===== src/rtl/timer_pkg.sv =====
// Shared definitions for the BCD stopwatch/timer family: FSM encoding,
// digit limit and a constant clog2 used to size the prescaler.
package timer_pkg;

    localparam logic [1:0] ST_IDLE  = 2'd0;
    localparam logic [1:0] ST_RUN   = 2'd1;
    localparam logic [1:0] ST_PAUSE = 2'd2;
    localparam logic [1:0] ST_DONE  = 2'd3;

    localparam logic [3:0] BCD_MAX = 4'd9;

    function automatic int clog2(input int value);
        int result;
        result = 0;
        for (int v = value - 1; v > 0; v = v >> 1) begin
            result = result + 1;
        end
        return result;
    endfunction

endpackage


===== src/rtl/bcd_up_digit.sv =====
// Single BCD digit up counter; wraps 9 -> 0 and flags carry while at 9.
module bcd_up_digit
    import timer_pkg::*;
(
    input  logic       clk,
    input  logic       reset,
    input  logic       clear,
    input  logic       inc_en,
    output logic [3:0] out,
    output logic       carry
);

    always_ff @(posedge clk or posedge reset) begin
        if (reset) begin
            out <= 4'd0;
        end else if (clear) begin
            out <= 4'd0;
        end else if (inc_en) begin
            out <= (out == BCD_MAX) ? 4'd0 : out + 4'd1;
        end
    end

    assign carry = (out == BCD_MAX);

endmodule


===== src/rtl/sw_time_up.sv =====
// Three-digit BCD up-counting stopwatch with 1 s prescaler, start/stop/clear
// control and an optional terminal count (000 = free-running).
module sw_time_up
    import timer_pkg::*;
#(
    parameter int CLK_HZ    = 50000000,
    parameter int LIMIT_1   = 0,
    parameter int LIMIT_10  = 2,
    parameter int LIMIT_100 = 0
) (
    input  logic       CLK_I,
    input  logic       SW_RESET_I,
    input  logic       START_I,
    input  logic       STOP_I,
    input  logic       CLEAR_I,
    output logic [3:0] TIM_1,
    output logic [3:0] TIM_2,
    output logic [3:0] TIM_3,
    output logic       carry_1,
    output logic       carry_2,
    output logic       carry_3,
    output logic       pulse_1sec,
    output logic       TIMEOUT,
    output logic       RUNNING
);

    localparam int PW = clog2(CLK_HZ);
    localparam logic [PW-1:0] PRESC_LAST = PW'(CLK_HZ - 1);
    localparam logic [11:0] LIMIT_BCD = {4'(LIMIT_100), 4'(LIMIT_10), 4'(LIMIT_1)};
    localparam bit LIMIT_ON = (LIMIT_BCD != 12'h000);

    logic [1:0]    state_reg, state_next;
    logic [PW-1:0] presc_reg, presc_next;
    logic          pulse_reg, pulse_next;
    logic          timeout_reg, timeout_next;

    logic [3:0]  digit [3];
    logic [2:0]  digit_carry;
    logic [3:0]  chain;
    logic [11:0] next_bcd;
    logic        tick;
    logic        hit;

    assign tick     = pulse_reg && (state_reg == ST_RUN);
    assign chain[0] = 1'b1;

    // Each digit advances on the tick when every lower digit sits at 9.
    generate
        for (genvar gi = 0; gi < 3; gi++) begin : g_digit
            bcd_up_digit u_digit (
                .clk    (CLK_I),
                .reset  (SW_RESET_I),
                .clear  (CLEAR_I),
                .inc_en (tick & chain[gi]),
                .out    (digit[gi]),
                .carry  (digit_carry[gi])
            );
            assign chain[gi+1] = chain[gi] & digit_carry[gi];
            assign next_bcd[gi*4 +: 4] = (tick & chain[gi])
                ? ((digit[gi] == BCD_MAX) ? 4'd0 : digit[gi] + 4'd1)
                : digit[gi];
        end
    endgenerate

    // The incrementing digits already land on the limit, so no load path is needed.
    assign hit = LIMIT_ON && tick && (next_bcd == LIMIT_BCD);

    always_ff @(posedge CLK_I or posedge SW_RESET_I) begin
        if (SW_RESET_I) begin
            state_reg   <= ST_IDLE;
            presc_reg   <= '0;
            pulse_reg   <= 1'b0;
            timeout_reg <= 1'b0;
        end else begin
            state_reg   <= state_next;
            presc_reg   <= presc_next;
            pulse_reg   <= pulse_next;
            timeout_reg <= timeout_next;
        end
    end

    always_comb begin
        state_next = state_reg;
        if (CLEAR_I) begin
            state_next = ST_IDLE;
        end else begin
            case (state_reg)
                ST_IDLE:  if (START_I) state_next = ST_RUN;
                ST_RUN: begin
                    if (hit)         state_next = ST_DONE;
                    else if (STOP_I) state_next = ST_PAUSE;
                end
                ST_PAUSE: if (START_I) state_next = ST_RUN;
                default:  state_next = ST_DONE;
            endcase
        end
    end

    always_comb begin
        presc_next   = presc_reg;
        pulse_next   = 1'b0;
        timeout_next = timeout_reg;
        if (CLEAR_I) begin
            presc_next   = '0;
            timeout_next = 1'b0;
        end else begin
            if (state_reg == ST_RUN) begin
                presc_next = (presc_reg == PRESC_LAST) ? '0 : presc_reg + PW'(1);
                pulse_next = (presc_reg == PRESC_LAST);
            end
            if (hit) begin
                timeout_next = 1'b1;
            end
        end
    end

    always_comb begin
        RUNNING = (state_reg == ST_RUN);
    end

    assign TIM_1      = digit[0];
    assign TIM_2      = digit[1];
    assign TIM_3      = digit[2];
    assign carry_1    = chain[1];
    assign carry_2    = chain[2];
    assign carry_3    = chain[3];
    assign pulse_1sec = pulse_reg;
    assign TIMEOUT    = timeout_reg;

endmodule

===== config.mk =====
export PLATFORM = sky130hd
export DESIGN_NAME = sw_time_up
export DESIGN_NICKNAME = d
export VERILOG_FILES = /design/src/rtl/timer_pkg.sv /design/src/rtl/bcd_up_digit.sv /design/src/rtl/sw_time_up.sv
export SDC_FILE = /design/constraint.sdc
export NUM_CORES = 1
export LEC_CHECK = 0
export ABC_AREA = 1
export BUFFER_PORTS_ARGS = -buffer_cell sky130_fd_sc_hd__buf_2
export CAP_MARGIN = 20
export CORE_MARGIN = 5
export CORE_UTILIZATION = 52
export DETAILED_ROUTE_END_ITERATION = 7
export MAX_ROUTING_LAYER = met4
export PLACE_DENSITY = 0.83
export SETUP_SLACK_MARGIN = 0.05
export SKIP_CTS_REPAIR_TIMING = 1
export SYNTH_ARGS = -nofsm -noshare
export SYNTH_HDL_FRONTEND = slang
export SYNTH_SLANG_ARGS = --single-unit

===== constraint.sdc =====
create_clock -name CLK_I -period 5.2 [get_ports CLK_I]
set_clock_uncertainty 0.05 [all_clocks]
set_input_delay 1.56 -clock CLK_I [delete_from_list [all_inputs] [get_ports CLK_I]]
set_output_delay 1.56 -clock CLK_I [all_outputs]
set_load 0.01 [all_outputs]

==> reports/metrics.yaml, run 1 <==
fin_cells: 441
min-delay-start: "presc_reg[0]$_DFFE_PP0P_"
worstMarginPinSlew_ns: 0.8147
antenna_cells: 0
critPathMaxStageDelay_ns: 0.47
viasPerCell: 5.361
place_congestion: 0.9446
grtUsageTotal_pct: 20.10
drcViolationCount: 0
synthTopCellsByCount: "nand2_1, inv_1, dfrtp_1"
layout_setup_ws_ns: 1.876
clock_power_share_pct: 45.0
rsz0062_at_grt: "no"
htreeDepth: 2
arrival_ns: 1.71
r2r_cells: 8
period_minus_slack_ns: 3.324
dp.final_hpwl_um: 4187
critical_path.top_delay_family: "simple AND/OR/NAND/NOR gates"
grt.met1_usage_pct: 23.51
pwr-share-comb_pct: 7.3
fin_tns_setup_ns: 0
grt_pass1_wl_um: 9942
hold_viol: 0
wirelength_um: 5684
synth.net_count: 355
place_ws_ns: 1.879
ys_ff_latch: 42
path_cells: "ha_1, nand2_1, nor2_2, clkinv_1, nor2_1, buf_2"
boundaryPins: 23
clock_latency_ns: 0.30
globalRouteMet3Util_pct: 4.596
p_sw_mw: 0.1578
gr-total-overflow: 0
switching_share_pct: 22.29
relSlewSlack_pct: 45.32
p_leak_nw: 1.393
cts_buffer_depth: 2
ir_worst_vdd_uv: 139.4
largest_register_ffs: 26
synth.top_cell.area_share_pct: 40.44
synthArstFlopShare_pct: 100.0
grt_max_degree: 43
synth-warning-count: 0
drv_cap: 0
cts_tree: "done"
antenna_found_initial: 0
gr-usage-met2_pct: 34.44
crit_type: "reg2out"
drt_iter0_drc: 193
fp.dieArea_um2: 6512
p_seq_share_pct: 47.7
synthCells: 347
core-area_um2: 4786
firstDrtPassIters: 4
path_max_fanout: 7
grt_busiest_layer: "met2"
fin_crit_sh_pct: 63.92
nNetsFinal: 381
slowest_stage: "dfrtp_1"
clk_pin_slew_ns: 0.09
r2r-start: "presc_reg[0]$_DFFE_PP0P_"
vias: 2364
wl_per_cell_um: 12.89
ys_seq_area_share_pct: 40.44
yosysMostFrequentCell: "nand2_1"
setup_viol: 0
crit_cells: 6
start_util_pct: 54.30
clock-sinks: 42
areaGrowthSynthToFinish_pct: 12.52
p_int_mw: 0.5501
maxSlewViolCount: 0
fp.dieH_um: 80.70
hold_depth: 1
synth_area_leaders: "dfrtp_1, nand2_1, inv_1"
powerDensity_nw_per_um2: 242.1
cp-end-kind: "output port"
critPathBufInv: 2
cts-root-buf: "clkbuf_8"
min_to: "presc_reg[0]$_DFFE_PP0P_"
grt_pass1_vias: 2278
status: "finished, final reports clean"
setup.worst_path.start_class: "register"
numCtsBuffers: 5
reg2reg_slack_ns: 2.85
synth_top_flop_cell: "dfrtp_1"
synthesis.area_um2: 2599
final_layout_size_suffix_gt1_share_pct: 17.38
yosys.area.top_type: "dfrtp_1"
hold_path_class: "reg2reg"
fmax_mhz: 300.9
antenna_left: 0
die_w_um: 80.70
avgSynthCellArea_um2: 7.489
worst_ep_required_time_ns: 3.59
io_buffers: 22
synth-edff-count: 0
yosysUniqueCellTypes: 36
dpl.cell_count: 433
rows: 25
timing.rr.end: "presc_reg[9]$_DFFE_PP0P_"
worst max-delay path by stage:
stage / from / to / slack, ns
final: g_digit[1].u_digit.out[0]$_DFF_PP0_ / carry_2 / 1.88
after global routing: g_digit[1].u_digit.out[1]$_DFF_PP0_ / carry_2 / 1.72
after CTS: g_digit[1].u_digit.out[0]$_DFF_PP0_ / carry_2 / 1.86
after detailed placement: CLEAR_I / presc_reg[21]$_DFFE_PP0P_ / 1.88
after global placement: CLEAR_I / presc_reg[21]$_DFFE_PP0P_ / 1.96
after floorplan: g_digit[1].u_digit.out[1]$_DFF_PP0_ / carry_2 / 2.36
layer usage:
layer,wire (um),up-vias
li1,-,1168
met1,2423,1108
met2,2912,86
met3,335,2
met4,12,0
met5,0,-
per-stage QoR:
stage          util, %  total power, mW  hold slack (ns)  cell area [um2]
5_1_grt          61.10           0.7375           0.4843             2924
2_1_floorplan        -           0.3835           0.4174             2599
3_3_place_gp     58.12           0.3956           0.4477             2781
6_report         61.10           0.7080           0.4764             2924
3_5_place_dp     58.12           0.3967           0.4623             2781
4_1_cts          61.10           0.7150           0.4759             2924
logic make-up (layout without fill, tap and decap cells):
family / after synthesis / count (layout) / synth area share [%]
muxes: 1 / 1 / 0.3852
DFF: 42 / 42 / 40.44
buffers and inverters: 57 / 84 / 8.377
AOI/OAI and AO/OA: 43 / 43 / 9.197
adders and majority gates: 3 / 3 / 1.445
xor gates and xnor gates: 8 / 8 / 2.696
and+or+nand+nor: 193 / 193 / 37.46
cells in the final DEF, fill, tap and decap left out, drive strengths merged, types with 2 or more instances in the layout:
| cell | Yosys | routed |
|---|---|---|
| clkbuf | 1 | 6 |
| ha | 3 | 3 |
| nor2 | 50 | 50 |
| o21bai | 2 | 2 |
| o21ai | 15 | 15 |
| nor3 | 18 | 18 |
| inv | 51 | 51 |
| buf | 3 | 23 |
| xnor2 | 2 | 2 |
| a21oi | 20 | 20 |
| nand2 | 86 | 86 |
| clkinv | 2 | 2 |
| nand3 | 21 | 21 |
| dfrtp | 42 | 42 |
| nand4 | 12 | 12 |
| xor2 | 6 | 6 |
| and3 | 4 | 4 |
| bufinv | 0 | 2 |
power by group through the flow:
stage | Combinational (mW) | Sequential [mW] | Clock, mW
floorplan | 0.0406 | 0.343 | 0
global placement | 0.0518 | 0.344 | 0
detailed placement | 0.0525 | 0.344 | 0
CTS | 0.0529 | 0.338 | 0.324
global route | 0.0591 | 0.339 | 0.340
finish | 0.0518 | 0.338 | 0.318
worst reg2reg max path: cells and delay by family, from the launching register on:
family | cells | cell delay (ns)
and+or+nand+nor | 4 | 0.49
adders and majority gates | 1 | 0.22
AOI/OAI and AO/OA | 3 | 1.09
DFF | 1 | 0.42
final cells by class:
type,count,area [um2]
clock buffers,6,82.58
clock inverters,2,60.06
fillers,431,1862
inverters,53,198.9
multi-input cells,248,1330
flip-flops and latches,42,1051
well taps,67,83.83
repair buffers,23,117.6
Power figures use the tool's default switching activity.
==> inputs of run 2 (changes only) <==
==> constraint.sdc (replaced) <==
create_clock -name CLK_I -period 3.5 [get_ports CLK_I]
set_clock_uncertainty 0.05 [all_clocks]
set_input_delay 1.05 -clock CLK_I [delete_from_list [all_inputs] [get_ports CLK_I]]
set_output_delay 1.05 -clock CLK_I [all_outputs]
set_load 0.01 [all_outputs]
==> run 2 against run 1 <==
  * Combinational power rose by 49%
  * Sequential cell count did not move
  * Cell area fell by 1.2%
  * Register-to-register slack got worse by 1.5 ns
  * Die area did not move
  * First-iteration DRC count fell by 24%
  * Sequential power rose by 49%
  * Global-route usage fell by 0.30 points
  * Clock-buffer cell count fell by 1
  * Critical path depth rose by 1
  * Non-clock buffer count did not move
  * Via count fell by 1.9%
==> reports/metrics.yaml, run 2 (synthesis results as in run 1) <==
placed_area_um2: 2781  # unchanged
fp.dieArea_um2: 6512  # unchanged
p_total_mw: 0.9563  # +35%
antenna_left: 0  # unchanged
dp.final_hpwl_um: 4229  # +0.99%
drcViolationCount: 0  # unchanged
viasPerCell: 5.256  # -1.9%
worstMarginPinSlew_ns: 0.7386  # -0.07606 ns
hold_path_class: "reg2reg"
reg2reg_slack_ns: 1.33  # -1.52 ns
areaGrowthSynthToFinish_pct: 11.22
wl_per_cell_um: 12.58  # -2.4%
boundaryPins: 23  # unchanged
powerDensity_nw_per_um2: 330.9  # +37%
maxSlewViolCount: 0  # unchanged
nFillCells: 433  # +0.46%
crit_type: "reg2out"
antenna_found_initial: 0  # unchanged
grt_max_degree: 43  # unchanged
core-area_um2: 4786  # unchanged
clk_pin_slew_ns: 0.08  # about the same
die_w_um: 80.70  # unchanged
clock_latency_ns: 0.30  # about the same
setup.worst_path.start_class: "register"
gr-total-overflow: 0  # unchanged
io_buffers: 22  # unchanged
nNetsFinal: 381  # unchanged
hold_viol: 0  # unchanged
r2r_cells: 8  # unchanged
place_ws_ns: 0.7057  # -1.173 ns
rsz0062_at_grt: "no"
path_max_fanout: 7  # unchanged
layout_setup_ws_ns: 0.6771  # -1.199 ns
htreeDepth: 2  # unchanged
grt_pass1_wl_um: 9860  # -0.82%
post-route-cell-area_um2: 2890  # -1.2%
cp-end-kind: "output port"
final_layout_size_suffix_gt1_share_pct: 17.38  # unchanged
grt_pass1_vias: 2272  # -0.26%
fp.dieH_um: 80.70  # unchanged
r2r-start: "presc_reg[0]$_DFFE_PP0P_"
ir_worst_vdd_uv: 149.7  # +7.4%
critPathCapture: "carry_2"
fmax_mhz: 354.3
cts-root-buf: "clkbuf_8"
numCtsBuffers: 5  # unchanged
drv_cap: 0  # unchanged
start_util_pct: 54.30  # unchanged
clock-sinks: 42  # unchanged
grtUsageTotal_pct: 19.80  # -0.30 points
timing.rr.end: "presc_reg[7]$_DFFE_PP0P_"
antenna_cells: 0  # unchanged
worst_ep_required_time_ns: 2.40  # -1.19 ns
drt_iter0_drc: 146  # -24%
fin_tns_setup_ns: 0  # unchanged
status: "finished, final reports clean"
p_leak_nw: 1.380  # -0.97%
wirelength_um: 5546  # -2.4%
setup_viol: 0  # unchanged
arrival_ns: 1.72  # about the same
cp-startpoint: "g_digit[1].u_digit.out[1]$_DFF_PP0_"
cts_buffer_depth: 2  # unchanged
cts_tree: "done"
relSlewSlack_pct: 50.43  # +5.1 points
vias: 2318  # -1.9%
fin_crit_sh_pct: 80.65
firstDrtPassIters: 5  # +1
period_minus_slack_ns: 2.823
largest_register_ffs: 26  # unchanged
rows: 25  # unchanged
layout_common_cells: "nand2_1, inv_1, dfrtp_1"
place_congestion: 0.9443  # about the same
final_common_cell: "nand2_1"
-- run 2: changes by cell type in the layout (fill, tap and decap cells not counted), sizes merged --
cell    change
bufinv      -1
clkinv      +2
clkbuf      -1
-- run 2: power breakdown --
group          total [mW]  leakage, nW  switching [mW]  internal (mW)
clock               0.378       0.0579           0.168          0.210
combinational      0.0772        0.738          0.0564         0.0208
sequential          0.502        0.584         0.00952          0.492
total               0.956         1.38           0.234          0.723
-- run 2: how the worst min path moves through the flow --
stage / startpoint / end / slack, ns / cells past startpoint
global route: presc_reg[0]$_DFFE_PP0P_ / presc_reg[0]$_DFFE_PP0P_ / 0.49 / 1
finish: presc_reg[9]$_DFFE_PP0P_ / presc_reg[9]$_DFFE_PP0P_ / 0.47 / 1
CTS: presc_reg[9]$_DFFE_PP0P_ / presc_reg[9]$_DFFE_PP0P_ / 0.47 / 1
detailed placement: presc_reg[9]$_DFFE_PP0P_ / presc_reg[9]$_DFFE_PP0P_ / 0.46 / 1
floorplan: presc_reg[6]$_DFFE_PP0P_ / presc_reg[6]$_DFFE_PP0P_ / 0.42 / 1
global placement: presc_reg[0]$_DFFE_PP0P_ / presc_reg[0]$_DFFE_PP0P_ / 0.45 / 1
-- run 2: through the flow --
stage                     util (%)  hold WS, ns  cells
after floorplan                  -       0.4174    347
after global placement       58.12       0.4468    433
after detailed placement     58.12       0.4586    433
after CTS                    60.39       0.4714    441
after global routing         60.39       0.4863    441
final                        60.39       0.4706    441
-- run 2: final cells by class --
class                   instances  area (um2)  share of cell area, %
clock inverters                 3       40.04                  1.385
clock buffers                   5       68.82                  2.381
repair buffers                 23       117.6                  4.069
inverters                      53       198.9                  6.883
multi-input cells             248        1330                  46.02
well taps                      67       83.83                  2.900
flip-flops and latches         42        1051                  36.36
-- run 2: critical path: stages, from the launching register on --
cell,delay [ns]
dfrtp_1,0.44
inv_1,0.08
ha_1,0.14
nand2_1,0.06
nor2_2,0.26
clkinv_1,0.14
nor2_1,0.16
buf_2,0.15
-- run 2: layer usage --
| layer | up-vias | wire length, um | share of wire [%] | track usage [%] |
|---|---|---|---|---|
| met1 | 1088 | 2606 | 47 | 25.04 |
| met3 | 9 | 265 | 4.8 | 3.475 |
| met5 | - | 0 | 0 | - |
| li1 | 1169 | - | - | - |
| met2 | 52 | 2594 | 47 | 31.95 |
| met4 | 0 | 79 | 1.4 | 7.095 |
